--- src/rtl/cp0_pkg.sv ---
// Shared CP0 constants: register numbers, ExcCode values, SR/Cause field positions.
// Pure declarations, no logic.
// Imported by cp0_exc_unit and cp0_timer.
package cp0_pkg;

  // CP0 register numbers as seen by mfc0/mtc0
  localparam logic [4:0] CP0_COUNT   = 5'd9;
  localparam logic [4:0] CP0_COMPARE = 5'd11;
  localparam logic [4:0] CP0_SR      = 5'd12;
  localparam logic [4:0] CP0_CAUSE   = 5'd13;
  localparam logic [4:0] CP0_EPC     = 5'd14;
  localparam logic [4:0] CP0_PRID    = 5'd15;

  // ExcCode encodings (Cause[6:2])
  localparam logic [4:0] EXC_INT  = 5'd0;
  localparam logic [4:0] EXC_ADEL = 5'd4;
  localparam logic [4:0] EXC_ADES = 5'd5;
  localparam logic [4:0] EXC_RI   = 5'd10;
  localparam logic [4:0] EXC_OV   = 5'd12;

  // SR field positions; only IM, EXL and IE are implemented
  localparam int SR_IE    = 0;
  localparam int SR_EXL   = 1;
  localparam int SR_IM_LO = 10;
  localparam int SR_IM_HI = 15;
  localparam logic [31:0] SR_WMASK = 32'h0000_FC03;

  // Cause field positions
  localparam int CAUSE_BD     = 31;
  localparam int CAUSE_IP_LO  = 10;
  localparam int CAUSE_IP_HI  = 15;
  localparam int CAUSE_EXC_LO = 2;
  localparam int CAUSE_EXC_HI = 6;

endpackage

--- src/rtl/cp0_timer.sv ---
// Count/Compare timer: free-running Count, Compare match raises a sticky pending flag.
// Latency: all state visible one edge after the cause; pending sets the edge after Count==Compare.
// No backpressure; mtc0 strobes are qualified by the parent.
module cp0_timer
  import cp0_pkg::*;
(
  input  logic        clk,
  input  logic        rst_n,
  input  logic        i_count_we,
  input  logic        i_compare_we,
  input  logic [31:0] i_wdata,
  output logic [31:0] o_count,
  output logic [31:0] o_compare,
  output logic        o_pending
);

  logic [31:0] r_count;
  logic [31:0] r_compare;
  logic        r_pending;
  logic        w_match;

  // Compare == 0 is treated as "timer disarmed"
  assign w_match = (r_count == r_compare) && (r_compare != 32'd0);

  // Count increments every cycle; a load replaces that cycle's increment
  always_ff @(posedge clk or negedge rst_n) begin
    if (!rst_n)          r_count <= 32'd0;
    else if (i_count_we) r_count <= i_wdata;
    else                 r_count <= r_count + 32'd1;
  end

  // Compare only changes through mtc0
  always_ff @(posedge clk or negedge rst_n) begin
    if (!rst_n)            r_compare <= 32'd0;
    else if (i_compare_we) r_compare <= i_wdata;
  end

  // Pending is sticky until software rewrites Compare; the clear wins over a same-cycle match
  always_ff @(posedge clk or negedge rst_n) begin
    if (!rst_n)            r_pending <= 1'b0;
    else if (i_compare_we) r_pending <= 1'b0;
    else if (w_match)      r_pending <= 1'b1;
  end

  assign o_count   = r_count;
  assign o_compare = r_compare;
  assign o_pending = r_pending;

endmodule

--- src/rtl/cp0_exc_unit.sv ---
// CP0 exception/interrupt controller: SR, Cause, EPC, PRId, Count/Compare, mfc0/mtc0, eret.
// Latency: exc_req and cp0_rdata are combinational; every register update lands one edge later.
// No backpressure; an exception taken in the same cycle as an mtc0 drops the write.
module cp0_exc_unit
  import cp0_pkg::*;
#(
  parameter logic [31:0] HANDLER_ADDR = 32'h0000_4180,
  parameter logic [31:0] PRID_VALUE   = 32'h0000_0001
) (
  input  logic        clk,
  input  logic        rst_n,
  input  logic [31:0] macro_pc,
  input  logic        macro_bd,
  input  logic        exc_valid,
  input  logic [4:0]  exc_code,
  input  logic [5:0]  hw_int,
  input  logic [4:0]  cp0_addr,
  input  logic        cp0_we,
  input  logic [31:0] cp0_wdata,
  input  logic        eret,
  output logic [31:0] cp0_rdata,
  output logic [31:0] epc_out,
  output logic        exc_req,
  output logic [31:0] handler_pc,
  output logic        timer_irq
);

  logic [31:0] r_sr;
  logic [5:0]  r_ip;
  logic        r_bd;
  logic [4:0]  r_exc_code;
  logic [31:0] r_epc;

  logic        w_exl;
  logic        w_int_req;
  logic        w_wr_ok;
  logic [31:0] w_count;
  logic [31:0] w_compare;
  logic        w_pending;
  logic [31:0] w_cause;

  // EXL doubles as the NORMAL/HANDLER state bit
  assign w_exl     = r_sr[SR_EXL];
  assign w_int_req = r_sr[SR_IE] & ~w_exl & (|(r_sr[SR_IM_HI:SR_IM_LO] & r_ip));
  assign exc_req   = ~w_exl & (w_int_req | exc_valid);
  // A taken exception squashes any mtc0 in the same cycle
  assign w_wr_ok   = cp0_we & ~exc_req;

  cp0_timer u_timer (
    .clk          (clk),
    .rst_n        (rst_n),
    .i_count_we   (w_wr_ok && (cp0_addr == CP0_COUNT)),
    .i_compare_we (w_wr_ok && (cp0_addr == CP0_COMPARE)),
    .i_wdata      (cp0_wdata),
    .o_count      (w_count),
    .o_compare    (w_compare),
    .o_pending    (w_pending)
  );

  // SR: exception entry sets EXL; otherwise mtc0 then eret (eret clears EXL last)
  always_ff @(posedge clk or negedge rst_n) begin
    if (!rst_n) begin
      r_sr <= 32'd0;
    end else if (exc_req) begin
      r_sr[SR_EXL] <= 1'b1;
    end else begin
      if (w_wr_ok && (cp0_addr == CP0_SR)) r_sr <= cp0_wdata & SR_WMASK;
      if (eret && w_exl)                   r_sr[SR_EXL] <= 1'b0;
    end
  end

  // IP is resampled every edge; the top line is shared with the timer
  always_ff @(posedge clk or negedge rst_n) begin
    if (!rst_n) r_ip <= 6'd0;
    else        r_ip <= {hw_int[5] | w_pending, hw_int[4:0]};
  end

  // BD and ExcCode are captured only when an exception is taken; interrupts win over exc_valid
  always_ff @(posedge clk or negedge rst_n) begin
    if (!rst_n) begin
      r_bd       <= 1'b0;
      r_exc_code <= 5'd0;
    end else if (exc_req) begin
      r_bd       <= macro_bd;
      r_exc_code <= w_int_req ? EXC_INT : exc_code;
    end
  end

  // EPC points at the branch when the victim sits in a delay slot
  always_ff @(posedge clk or negedge rst_n) begin
    if (!rst_n)                                   r_epc <= 32'd0;
    else if (exc_req)                             r_epc <= macro_bd ? (macro_pc - 32'd4) : macro_pc;
    else if (w_wr_ok && (cp0_addr == CP0_EPC))    r_epc <= cp0_wdata;
  end

  assign w_cause = {r_bd, 15'd0, r_ip, 3'd0, r_exc_code, 2'd0};

  // mfc0 read mux; reflects register state only, never a same-cycle write
  always_comb begin
    cp0_rdata = 32'd0;
    case (cp0_addr)
      CP0_COUNT:   cp0_rdata = w_count;
      CP0_COMPARE: cp0_rdata = w_compare;
      CP0_SR:      cp0_rdata = r_sr;
      CP0_CAUSE:   cp0_rdata = w_cause;
      CP0_EPC:     cp0_rdata = r_epc;
      CP0_PRID:    cp0_rdata = PRID_VALUE;
      default:     cp0_rdata = 32'd0;
    endcase
  end

  assign epc_out    = r_epc;
  assign handler_pc = HANDLER_ADDR;
  assign timer_irq  = w_pending;

endmodule

--- config.mk ---
export PLATFORM = sky130hd
export DESIGN_NAME = cp0_exc_unit
export DESIGN_NICKNAME = d
export VERILOG_FILES = /design/src/rtl/cp0_pkg.sv /design/src/rtl/cp0_timer.sv /design/src/rtl/cp0_exc_unit.sv
export SDC_FILE = /design/constraint.sdc
export NUM_CORES = 1
export LEC_CHECK = 0
export CAP_MARGIN = 20
export CORE_ASPECT_RATIO = 1.5
export CORE_MARGIN = 3
export CORE_UTILIZATION = 51
export CTS_CLUSTER_SIZE = 24
export DETAILED_ROUTE_END_ITERATION = 7
export GPL_ROUTABILITY_DRIVEN = 1
export GPL_TIMING_DRIVEN = 1
export PLACE_DENSITY = 0.83
export SLEW_MARGIN = 30
export SYNTH_ARGS = -nofsm -noshare
export SYNTH_HDL_FRONTEND = slang
export SYNTH_SLANG_ARGS = --single-unit
--- constraint.sdc ---
create_clock -name clk -period 2.65 [get_ports clk]
set_input_delay 0.53 -clock clk [delete_from_list [all_inputs] [get_ports clk]]
set_output_delay 0.53 -clock clk [all_outputs]
set_load 0.02 [all_outputs]
==> impl_summary.txt <==
----------------------------------------------------
[Setup path]
  Critical Path Sink Type ... output pin
  Largest fanout on the critical path ... 13
  Worst endpoint required time ... 2.12 ns
  Worst path arrival time ... 2.10 ns
  Series of cell instances along the critical path ... dlygate4sd2_1 -> nand2b_4 -> buf_4 -> or3_4 -> buf_12 -> o21ai_0 -> buf_2
  Kind of critical path ... input pin to output pin
  Critical Path Start Type ... input pin
  Critical Path Max Stage Delay ... 0.47 ns
  Critical-path top delay cell ... sky130_fd_sc_hd__or3_4
  Flop2flop setup slack ... 0.24 ns

[Power and ir drop]
  Power per unit of standard cell area ... 852 mW/mm²
  LEAKAGE ... 0.00453 µW
  Maximum vdd drop ... 0.575 mV

[Final layout]
  Filler instances ... 961
  Finished Core Util ... 71.6%
  Growth of design area from synthesis to finish ... 35.4%
  Final cell count without fillers ... 1146
  Share of final-layout standard cells stronger than drive strength 1 ... 21.3%
  Cell area after layout ... 0.0102 mm²
  Number of nets at the end of the flow ... 1028

[Drt]
  DRT Pass-1 Iters ... 6
  Number of nets still failing antenna checks after routing ... 0
  Via-to-Cell Ratio ... 6.24
  Drt initial violations ... 712
  Avg WL per Cell ... 23.7 µm
  DRC errors left ... 0
  Via count ... 7152
  Routed WL ... 27.2 mm

[Timing]
  Minimum period implied by the final worst setup slack ... 2.63 ns
  Setup repair after global routing missed its margin ... true
  Least-Margin Pin Slew ... 0.846 ns
  Highest achievable clock rate ... 380 MHz
  Final worst-path cycle share ... 99.3%
  Final setup violating endpoints ... 0
  Final-report max-slew violation count ... 0
  Final-report hold violation count ... 0
  Relative slew slack ... 43.2%
  Setup skew after layout ... 0.0116 ns

[GRT]
  Global-route wire length before repair ... 42.0 mm
  Number of antenna violations at the first check in global routing ... 1
  Maximum number of pins on one net before global-route repair ... 45
  Via count of the first global-routing pass ... 7262
  Total grt overflow ... 0
  Aggregate global-route resource usage ... 33.7%

[Placed design]
  Number of buffer cells added on primary ports ... 151
  DPL Wire Length ... 18.7 mm
  Placed cell area ... 0.00947 mm²
  Final GP Congestion ... 1.02
  Instance count after placement with tap cells included ... 1100

[Yosys]
  Average instance area after synthesis ... 10.0 µm²
  Synth Cell Area ... 0.00751 mm²
  Post-synthesis instance total ... 748
  Synth cell types ... 50
  Yosys warning count ... 0
  Number of synthesized register bits ... 117
  Share of async-settable or async-resettable flops after synthesis ... 100%
  Ys flop type ... sky130_fd_sc_hd__dfrtp_1
  Portion of the post-synthesis area used by sequential elements ... 39.0%
  Post-synth EDFFs ... 0

[Clocking]
  Library cell used as clock root buffer ... sky130_fd_sc_hd__clkbuf_16
  Num Clock Sinks ... 117
  Maximum root-to-sink buffer count ... 2
  Number of H-tree levels ... 4
  CTS tree ... yes
  Clk slew on worst S/H paths ... 0.06 ns
  Number of buffers created by CTS ... 17
  Clock latency on the worst-skew pair ... 0.42 ns

[Die]
  Die height ... 155 µm
  Die width ... 105 µm
  Starting utilization of the core area ... 52.9%
  I/O Pins ... 184
  Overall die area ... 0.0162 mm²
  Core ar. ... 0.0142 mm²
  Count of standard-cell rows ... 53

[Min path]
  Type of the worst min-delay path ... input pin to async pin

[Flow run]
  Max-cap violations ... 0

[Outcome]
  Run status ... complete, no violations

----------------------------------------------------
Yosys cell counts, drive strengths merged (2+ instances only):
master	instances	share of area (%)
dfrtp	117	39
mux2i	85	11
nand2	81	4.0
o21ai	68	4.5
xor2	55	6.4
buf	48	4.6
mux2	42	7.7
xnor2	36	4.2
nor4	30	3.1
clkbuf	29	1.4
nor2	23	1.1
nand4	18	1.5
nor3	14	1.0
and3	12	1.0
nand3	12	0.80
a22oi	10	1.0
or4	8	0.85
a21oi	6	0.40
and4	6	0.70
o221ai	6	0.70
a211oi	5	0.50
inv	5	0.25
or3	5	0.48
nand2b	4	0.33
and2	3	0.25
conb	2	0.10
ha	2	0.33
nand4b	2	0.43
nand4bb	2	0.30
o21bai	2	0.20
or2	2	0.17
flip-flops by register name, summed over array words and instances, names as in the netlist:
signal / cells
epc_out: 32
r_bd: 1
r_exc_code: 5
r_ip: 6
r_sr: 8
u_timer.o_compare: 32
u_timer.o_count: 32
u_timer.o_pending: 1
routing by layer:
layer | share of wire, % | wire length [µm] | track usage [%]
met3 | 7.8 | 2120 | 6.51
met5 | 0 | 0 | 0
met2 | 49 | 13200 | 55.4
met4 | 8.0 | 2180 | 23.3
met1 | 36 | 9660 | 39.5
report_power, final:
group          leakage, µW  switching, µW  internal (µW)
Sequential         0.00141            930           2410
Combinational      0.00284           1590           1450
Clock             0.000275            895           1390
Total              0.00453           3420           5250
per-stage QoR:
step	setup WS [ns]	setup TNS, ns	power [µW]	hold WS, ns
final	0.0187	0	8670	0.0889
after global placement	-0.467	-21.42	6140	0.495
after detailed placement	-0.510	-22.79	6220	0.517
after CTS	-0.0329	-0.0330	8560	0.0919
after global routing	-0.0163	-0.0272	8990	0.119
after floorplan	0.233	0	4760	0.234
area by class of cell:
cell class | instances | area (µm²) | share of cell area [%]
antenna | 1 | 2.50 | 0.0246
sequential | 117 | 2930 | 28.8
multi-input combinational | 580 | 4290 | 42.2
inverter | 5 | 18.8 | 0.185
clock inverter | 15 | 158 | 1.55
timing repair buffer | 219 | 2100 | 20.7
tap | 192 | 240 | 2.36
clock buffer | 17 | 425 | 4.18
layout by cell type, fill, tap and decap left out, types with 4 or more instances in the layout:
cell type and instances:
sky130_fd_sc_hd__nor4_1 23, sky130_fd_sc_hd__nor3_1 13, sky130_fd_sc_hd__or4_1 7, sky130_fd_sc_hd__a211oi_1 5, sky130_fd_sc_hd__clkinv_4 5, sky130_fd_sc_hd__xor2_1 55
sky130_fd_sc_hd__clkdlybuf4s50_1 112, sky130_fd_sc_hd__dfrtp_1 117, sky130_fd_sc_hd__inv_1 4, sky130_fd_sc_hd__and3_1 12, sky130_fd_sc_hd__buf_2 26, sky130_fd_sc_hd__clkdlybuf4s15_2 4
sky130_fd_sc_hd__buf_4 53, sky130_fd_sc_hd__mux2_4 29, sky130_fd_sc_hd__mux2_2 13, sky130_fd_sc_hd__nor4_2 7, sky130_fd_sc_hd__and4_1 6, sky130_fd_sc_hd__xnor2_1 36
sky130_fd_sc_hd__buf_6 4, sky130_fd_sc_hd__o21ai_0 65, sky130_fd_sc_hd__o221ai_1 5, sky130_fd_sc_hd__mux2i_1 85, sky130_fd_sc_hd__nand4_1 18, sky130_fd_sc_hd__a21oi_1 6
sky130_fd_sc_hd__nor2_1 23, sky130_fd_sc_hd__buf_12 13, sky130_fd_sc_hd__conb_1 32, sky130_fd_sc_hd__nand2_1 79, sky130_fd_sc_hd__clkbuf_16 17, sky130_fd_sc_hd__clkinvlp_4 4
sky130_fd_sc_hd__nand3_1 12, sky130_fd_sc_hd__dlygate4sd2_1 4, sky130_fd_sc_hd__a22oi_1 7
worst paths after layout:
kind / startpoint / to / cells after the start
setup / recovery: cp0_addr[4] / cp0_rdata[26] / 7
hold / removal: rst_n / r_ip[5]$_DFF_PN0_ / 1
setup reg to reg: r_ip[5]$_DFF_PN0_ / u_timer.o_compare[27]$_DFFE_PN0P_ / 6
hold reg to reg: u_timer.o_pending$_DFFE_PN0P_ / r_ip[5]$_DFF_PN0_ / 1
max in group asynchronous: rst_n / epc_out[30]$_DFFE_PN0P_ / 2
min in group clk: u_timer.o_pending$_DFFE_PN0P_ / r_ip[5]$_DFF_PN0_ / 1
repair_timing:
action	in CTS	in global routing
gates cloned	4	0
setup buffers	9	1
resized for setup	146	35
setup endpoints to repair	33	32
hold buffers	0	0
pin swaps	1	3
logic make-up (layout without fill, tap and decap cells):
group,count (synthesis),in the layout,synth area share (%)
compound gates,101,101,7.80
buf+inv,82,256,6.35
simple gates,226,227,16.7
xor+xnor,91,91,10.6
mux,127,127,19.1
fa+ha+maj,2,2,0.333
other cells,2,33,0.100
flops,117,117,39.0
critical path, delay by kind of cell:
| family | cells | cell delay, ns |
|---|---|---|
| and+or+nand+nor | 2 | 0.61 |
| buffers and inverters | 4 | 0.77 |
| AOI/OAI and AO/OA | 1 | 0.18 |
Note: power is estimated with default switching activity, not from simulation.
